==> src/rtl/mem_ctrl_pkg.sv <==
// -----------------------------------------------------------------------------
// mem_ctrl_pkg
//   Shared definitions for the load/store unit:
//     - RegBus / MemAddrBus widths
//     - funct3 encodings for loads and stores
//     - 2-bit FSM state encoding (IDLE=0, ACCESS=1, READ=2, DONE=3)
//     - access-size decode helper used by the lane logic
// -----------------------------------------------------------------------------
package mem_ctrl_pkg;

    // Bus widths
    localparam int REG_BUS_W      = 32;
    localparam int MEM_ADDR_BUS_W = 32;

    // funct3 encodings: loads
    localparam logic [2:0] F3_LB  = 3'b000;
    localparam logic [2:0] F3_LH  = 3'b001;
    localparam logic [2:0] F3_LW  = 3'b010;
    localparam logic [2:0] F3_LBU = 3'b100;
    localparam logic [2:0] F3_LHU = 3'b101;

    // funct3 encodings: stores
    localparam logic [2:0] F3_SB  = 3'b000;
    localparam logic [2:0] F3_SH  = 3'b001;
    localparam logic [2:0] F3_SW  = 3'b010;

    // Controller state encoding
    typedef enum logic [1:0] {
        ST_IDLE   = 2'd0,
        ST_ACCESS = 2'd1,
        ST_READ   = 2'd2,
        ST_DONE   = 2'd3
    } state_t;

    // Access size derived from funct3
    typedef enum logic [1:0] {
        SZ_BYTE = 2'd0,
        SZ_HALF = 2'd1,
        SZ_WORD = 2'd2
    } size_t;

    // Any funct3 value that is not a recognised byte/half op falls back to a
    // full-word access, which covers the reserved codes.
    function automatic size_t op_size(input logic we, input logic [2:0] op);
        size_t sz;
        sz = SZ_WORD;
        if (we) begin
            case (op)
                F3_SB:   sz = SZ_BYTE;
                F3_SH:   sz = SZ_HALF;
                F3_SW:   sz = SZ_WORD;
                default: sz = SZ_WORD;
            endcase
        end else begin
            case (op)
                F3_LB, F3_LBU: sz = SZ_BYTE;
                F3_LH, F3_LHU: sz = SZ_HALF;
                F3_LW:         sz = SZ_WORD;
                default:       sz = SZ_WORD;
            endcase
        end
        return sz;
    endfunction

    // Only LB and LH sign-extend; every other load zero-extends (LW is full
    // width so the choice does not matter there).
    function automatic logic op_signed(input logic we, input logic [2:0] op);
        return !we && ((op == F3_LB) || (op == F3_LH));
    endfunction

endpackage

==> src/rtl/mem_align.sv <==
// -----------------------------------------------------------------------------
// mem_align
//   Purely combinational lane logic for the load/store unit.
//   Little-endian: lane 0 = bits 7:0.
//
// Ports
//   we          in   1   1 = store, 0 = load
//   op          in   3   funct3 code
//   addr_lo     in   2   low byte-address bits
//   wdata       in  32   right-justified store data
//   rdata       in  32   raw word returned by the ram
//   sel         out  4   byte-lane enables
//   wdata_lane  out 32   store data replicated onto the addressed lanes
//   rdata_ext   out 32   addressed lane(s) shifted to bit 0 and extended
//   misaligned  out  1   half with addr[0]=1 or word with addr[1:0]!=0
//
// The lane select ignores addr[0] for halves and addr[1:0] for words, so an
// unaligned access with no misalignment trap lands on the containing aligned
// half or word.
// -----------------------------------------------------------------------------
module mem_align
    import mem_ctrl_pkg::*;
(
    input  logic        we,
    input  logic [2:0]  op,
    input  logic [1:0]  addr_lo,
    input  logic [31:0] wdata,
    input  logic [31:0] rdata,
    output logic [3:0]  sel,
    output logic [31:0] wdata_lane,
    output logic [31:0] rdata_ext,
    output logic        misaligned
);

    size_t       size;
    logic        sext;
    logic [7:0]  rd_byte;
    logic [15:0] rd_half;

    always_comb begin
        size       = op_size(we, op);
        sext       = op_signed(we, op);
        rd_byte    = rdata[{addr_lo, 3'b000} +: 8];
        rd_half    = addr_lo[1] ? rdata[31:16] : rdata[15:0];
        sel        = 4'b1111;
        wdata_lane = wdata;
        rdata_ext  = rdata;
        misaligned = 1'b0;

        case (size)
            SZ_BYTE: begin
                sel        = 4'b0001 << addr_lo;
                wdata_lane = {4{wdata[7:0]}};
                rdata_ext  = sext ? {{24{rd_byte[7]}}, rd_byte}
                                  : {24'd0, rd_byte};
            end
            SZ_HALF: begin
                sel        = 4'b0011 << {addr_lo[1], 1'b0};
                wdata_lane = {2{wdata[15:0]}};
                rdata_ext  = sext ? {{16{rd_half[15]}}, rd_half}
                                  : {16'd0, rd_half};
                misaligned = addr_lo[0];
            end
            default: begin
                sel        = 4'b1111;
                wdata_lane = wdata;
                rdata_ext  = rdata;
                misaligned = (addr_lo != 2'b00);
            end
        endcase
    end

endmodule

==> src/rtl/mem_ctrl.sv <==
// -----------------------------------------------------------------------------
// mem_ctrl
//   Load/store unit between the CPU MEM stage and the data ram. Takes one
//   request at a time, stalls the pipeline while it is in flight, drives the
//   ram through registered controls and returns a one-cycle response.
//
//   Sequence: IDLE -> ACCESS -> (READ, loads only) -> DONE -> IDLE.
//   Store latency 2 cycles after accept, load latency 3.
//
// Handshake: a request transfers on a rising edge where req_valid && req_ready.
//   req_ready is high only in IDLE; req_* are don't-care at any other time and
//   are sampled only on the accepting edge. resp_valid is a one-cycle pulse
//   with no back-pressure; resp_rdata holds until the next response.
//
// Configuration
//   MEM_CTRL_MISALIGN_CHECK_EN  when defined, misaligned half/word accesses
//                               skip the ram (mem_ce stays 0), finish in two
//                               cycles and report resp_err=1, resp_rdata=0.
//                               When undefined resp_err is always 0.
//
// Ports
//   clk, rst                     clock, async active-low reset
//   req_valid/req_ready          request handshake
//   req_we, req_op, req_addr,
//   req_wdata                    request payload
//   resp_valid, resp_rdata,
//   resp_err                     response
//   stall_req                    pipeline stall
//   mem_ce, mem_we, mem_addr,
//   mem_sel, mem_data_o          registered ram controls
//   mem_data_i                   ram read data (cycle after ce=1, we=0)
//   dbg_state                    current FSM state
// -----------------------------------------------------------------------------
module mem_ctrl
    import mem_ctrl_pkg::*;
#(
    parameter int ADDR_W = MEM_ADDR_BUS_W,
    parameter int DATA_W = REG_BUS_W
)(
    input  logic              clk,
    input  logic              rst,
    input  logic              req_valid,
    output logic              req_ready,
    input  logic              req_we,
    input  logic [2:0]        req_op,
    input  logic [ADDR_W-1:0] req_addr,
    input  logic [DATA_W-1:0] req_wdata,
    output logic              resp_valid,
    output logic [DATA_W-1:0] resp_rdata,
    output logic              resp_err,
    output logic              stall_req,
    output logic              mem_ce,
    output logic              mem_we,
    output logic [ADDR_W-1:0] mem_addr,
    output logic [3:0]        mem_sel,
    output logic [DATA_W-1:0] mem_data_o,
    input  logic [DATA_W-1:0] mem_data_i,
    output logic [1:0]        dbg_state
);

    state_t      state;

    // Request fields latched on accept
    logic        we_q;
    logic [2:0]  op_q;
    logic [1:0]  addr_lo_q;
    logic        mis_q;

    // Lane logic inputs: live request while IDLE (to build the ram controls
    // on the accepting edge), latched request afterwards (to extract data).
    logic        a_we;
    logic [2:0]  a_op;
    logic [1:0]  a_addr_lo;
    logic [3:0]  a_sel;
    logic [31:0] a_wdata;
    logic [31:0] a_rdata;
    logic        a_mis;
    logic        mis_now;

    assign a_we      = (state == ST_IDLE) ? req_we        : we_q;
    assign a_op      = (state == ST_IDLE) ? req_op        : op_q;
    assign a_addr_lo = (state == ST_IDLE) ? req_addr[1:0] : addr_lo_q;

    mem_align u_align (
        .we         (a_we),
        .op         (a_op),
        .addr_lo    (a_addr_lo),
        .wdata      (req_wdata),
        .rdata      (mem_data_i),
        .sel        (a_sel),
        .wdata_lane (a_wdata),
        .rdata_ext  (a_rdata),
        .misaligned (a_mis)
    );

`ifdef MEM_CTRL_MISALIGN_CHECK_EN
    assign mis_now = a_mis;
`else
    // Unaligned accesses go to the containing aligned half/word instead.
    logic unused_mis;
    assign unused_mis = a_mis;
    assign mis_now    = 1'b0;
`endif

    assign req_ready = (state == ST_IDLE);
    // Released in DONE so the pipeline advances in the response cycle.
    assign stall_req = ((state == ST_IDLE) && req_valid)
                     || (state == ST_ACCESS)
                     || (state == ST_READ);
    assign dbg_state = state;

    always_ff @(posedge clk or negedge rst) begin
        if (!rst) begin
            state      <= ST_IDLE;
            we_q       <= 1'b0;
            op_q       <= 3'b000;
            addr_lo_q  <= 2'b00;
            mis_q      <= 1'b0;
            resp_valid <= 1'b0;
            resp_rdata <= '0;
            resp_err   <= 1'b0;
            mem_ce     <= 1'b0;
            mem_we     <= 1'b0;
            mem_addr   <= '0;
            mem_sel    <= 4'b0000;
            mem_data_o <= '0;
        end else begin
            case (state)
                ST_IDLE: begin
                    resp_valid <= 1'b0;
                    if (req_valid) begin
                        state      <= ST_ACCESS;
                        we_q       <= req_we;
                        op_q       <= req_op;
                        addr_lo_q  <= req_addr[1:0];
                        mis_q      <= mis_now;
                        // A trapped access never reaches the ram.
                        mem_ce     <= !mis_now;
                        mem_we     <= req_we && !mis_now;
                        mem_addr   <= {req_addr[ADDR_W-1:2], 2'b00};
                        mem_sel    <= a_sel;
                        mem_data_o <= req_we ? a_wdata : '0;
                    end
                end

                ST_ACCESS: begin
                    // The ram performs the access on this edge.
                    mem_ce <= 1'b0;
                    mem_we <= 1'b0;
                    if (we_q || mis_q) begin
                        state      <= ST_DONE;
                        resp_valid <= 1'b1;
                        resp_rdata <= '0;
                        resp_err   <= mis_q;
                    end else begin
                        state <= ST_READ;
                    end
                end

                ST_READ: begin
                    state      <= ST_DONE;
                    resp_valid <= 1'b1;
                    resp_rdata <= a_rdata;
                    resp_err   <= 1'b0;
                end

                ST_DONE: begin
                    resp_valid <= 1'b0;
                    state      <= ST_IDLE;
                end

                default: begin
                    state <= ST_IDLE;
                end
            endcase
        end
    end

endmodule

==> config.mk <==
export PLATFORM = sky130hd
export DESIGN_NAME = mem_ctrl
export DESIGN_NICKNAME = d
export VERILOG_FILES = /design/src/rtl/mem_ctrl_pkg.sv /design/src/rtl/mem_align.sv /design/src/rtl/mem_ctrl.sv
export SDC_FILE = /design/constraint.sdc
export NUM_CORES = 1
export LEC_CHECK = 0
export BUFFER_PORTS_ARGS = -buffer_cell sky130_fd_sc_hd__clkbuf_2
export CORE_MARGIN = 4
export CORE_UTILIZATION = 35
export DETAILED_ROUTE_END_ITERATION = 8
export PLACE_DENSITY = 0.69
export SETUP_SLACK_MARGIN = 0.05
export SYNTH_ARGS = -nofsm -noshare
export SYNTH_HDL_FRONTEND = slang
export SYNTH_SLANG_ARGS = --single-unit
export TNS_END_PERCENT = 30
==> constraint.sdc <==
create_clock -name clk -period 3 [get_ports clk]
set_clock_uncertainty 0.15 [all_clocks]
set_input_delay 0.6 -clock clk [delete_from_list [all_inputs] [get_ports clk]]
set_output_delay 0.6 -clock clk [all_outputs]
set_load 0.01 [all_outputs]
==> reports/metrics.yaml <==
worst_pin_slew_ns: 0.679
die_x_um: 129
syn-instance-count: 474
diodes: 0
route.detailed.drc: 0
r2r_slack_ns: 0.26
placementRows: 43
areaGrowthSynthToFinish_pct: 30.2
p_int_w: 0.00426
post-route-util: 0.472
outcome: "completed"
ir_worst_vdd_mv: 0.603
max-cap-violations: 0
initial_core_util: 0.362
fmax_mhz: 365
synthFlopType: "dfrtp_1"
cts_resized: 0
async_reset_ff_frac: 1.00
r2r_cells: 8
rsz0062_at_grt: "no"
synth-edff-count: 0
place_ws_ns: 0.135
place_hpwl_mm: 12.1
grt_max_degree: 47
r2r-start: "dbg_state[0]$_DFFE_PN0P_"
gp_congestion: 0.889
setup_ws_ns: 0.257
grt_pass1_vias: 4595
grt.overflow.total: 0
clk_pin_slew_worst_paths_ns: 0.07
viasPerCell: 5.36
worstPathArrival_ns: 2.88
drtIter0Drc: 360
ctsHoldBuffers: 0
synth_area_leaders: "dfrtp_1 54%, nand2_1 6.4%, mux2_1 4.9%, mux2i_1 4.1%, mux2_2 3.3%"
synthesis.area_mm2: 0.00509
ant_nets: 0
ys_seq_area_frac: 0.536
finalHoldViolations: 0
grt.total_usage: 0.187
setup_viol: 0
grt_pass1_wl_mm: 24.2
worstPathMaxFanout: 16
cts_sinks: 109
wl_per_cell_um: 18.1
post-route-min-period_ns: 2.74
cts_tree: "done"
power.total_w: 0.00733
fin_nets: 783
yosysUniqueCellTypes: 49
final_area_mm2: 0.00662
power-per-cell-area_mw_per_mm2: 1110
die_area_mm2: 0.0165
register_area_mm2: 0.00273
p_seq_frac: 0.345
vias: 4618
worstSetupPathType: "reg -> reg"
combinationalPowerShare: 0.505
r2r-end: "resp_rdata[26]$_DFFE_PN0P_"
dieHeight_um: 129
hold_class: "in -> async"
power_switching_w: 0.00307
clkPwrFrac: 0.150
final_layout_size_suffix_gt1_frac: 0.391
io_buffers: 207
synth-seq-cells: 109
core_mm2: 0.0140
cts_setup_buffers: 0
finalMaxSlewViolations: 0
tns_ns: 0
worst_setup_path_start_kind: "flip-flop"
htree_levels: 3
synth_top_area_cell: "dfrtp_1"
placed_area_mm2: 0.00635
nFillCells: 1351
end_kind: "flip-flop"
max_slew_margin: 0.547
crit_required_ns: 3.13
antenna_found_initial: 0
final_common_cell: "clkbuf_2"
period_share: 0.914
cts-root-buf: "clkbuf_16"
multi_input_area_mm2: 0.00222
drtPass1Iterations: 5
synth_top_area_frac: 0.536
p_sw_frac: 0.419
clock_latency_ns: 0.35
clockBufferDepth: 2
final_cell_mix: "206 x clkbuf_2, 109 x dfrtp_1, 86 x nand2_1"
ys.warnings.count: 0
synth_area_per_cell_um2: 10.7
ios: 211
wl_mm: 15.6
cts_made_buffers: 9
p_leak_nw: 3.31
## how the worst max path moves through the flow
stage | depth (start not counted) | end | from | slack (ns)
floorplan | 7 | stall_req | dbg_state[0]$_DFFE_PN0P_ | 0.35
global placement | 8 | resp_rdata[31]$_DFFE_PN0P_ | dbg_state[0]$_DFFE_PN0P_ | 0.32
detailed placement | 7 | resp_rdata[25]$_DFFE_PN0P_ | dbg_state[0]$_DFFE_PN0P_ | 0.14
CTS | 8 | resp_rdata[25]$_DFFE_PN0P_ | dbg_state[0]$_DFFE_PN0P_ | 0.15
global route | 8 | resp_rdata[26]$_DFFE_PN0P_ | dbg_state[0]$_DFFE_PN0P_ | 0.14
finish | 8 | resp_rdata[26]$_DFFE_PN0P_ | dbg_state[0]$_DFFE_PN0P_ | 0.26
## cells by family after synthesis
| kind of cell | count (synthesis) | synth area share |
|---|---|---|
| flip-flops | 109 | 0.536 |
| buffers and inverters | 38 | 0.0357 |
| other | 1 | 0.000737 |
| adder cells (fa/ha/maj) | 3 | 0.00738 |
| AO/OA/AOI/OAI | 133 | 0.177 |
| multiplexers | 62 | 0.138 |
| AND/OR/NAND/NOR | 128 | 0.105 |
## flip-flops by register name, indices dropped and copies added, names as in the netlist
name / cells
dbg_state: 2
resp_valid: 1
we_q: 1
mem_sel: 4
resp_rdata: 32
mem_data_o: 32
mem_ce: 1
op_q: 3
mem_addr: 30
addr_lo_q: 2
mem_we: 1
## per-layer routing
metal,up-vias,global-route usage,wire [um]
met2,235,0.297,7330
met5,-,0,0
met4,0,0.0766,398
met3,34,0.0519,1350
li1,2105,-,-
met1,2244,0.243,6530
## metrics by stage
step / hold WS [ns] / instances
detailed placement: 0.328 / 846
CTS: 0.0543 / 862
finish: 0.0429 / 862
floorplan: 0.154 / 476
global route: 0.0640 / 862
global placement: 0.313 / 846
## cell type report
cell class | count | share of cell area
Tap cell | 180 | 0.0340
Multi-Input combinational cell | 329 | 0.335
Sequential cell | 109 | 0.412
Clock buffer | 10 | 0.0346
Inverter | 6 | 0.00340
Timing Repair Buffer | 222 | 0.176
Clock inverter | 6 | 0.00586
## synthesized netlist by cell type (3+ instances only)
master,number
ha_1,3
nand2_1,87
a221o_1,16
buf_2,7
inv_1,5
a21oi_1,22
dfrtp_1,109
o21ai_1,31
o21ai_0,12
buf_4,6
nor2_1,22
buf_1,4
nand3_1,3
mux2_1,22
mux2i_1,21
o221ai_1,4
a22oi_1,15
o2111ai_1,3
mux2_2,15
o21a_1,4
nand2b_1,4
clkbuf_1,14
o211ai_1,15
## worst max-delay path: stages, from the launching register on
cell      delay [ns]
dfrtp_1         0.43
inv_1           0.10
ha_1            0.32
buf_4           0.22
a211oi_1        0.38
a21o_1          0.26
nand3_1         0.17
a21oi_4         0.44
a221o_1         0.20
## power groups by stage
stage	clock network [W]	logic [W]	registers, W
floorplan	0	0.00208	0.00277
CTS	0.00114	0.00374	0.00254
detailed placement	0	0.00372	0.00256
global route	0.00120	0.00406	0.00262
finish	0.00110	0.00370	0.00253
global placement	0	0.00361	0.00253
Power figures use the tool's default switching activity.
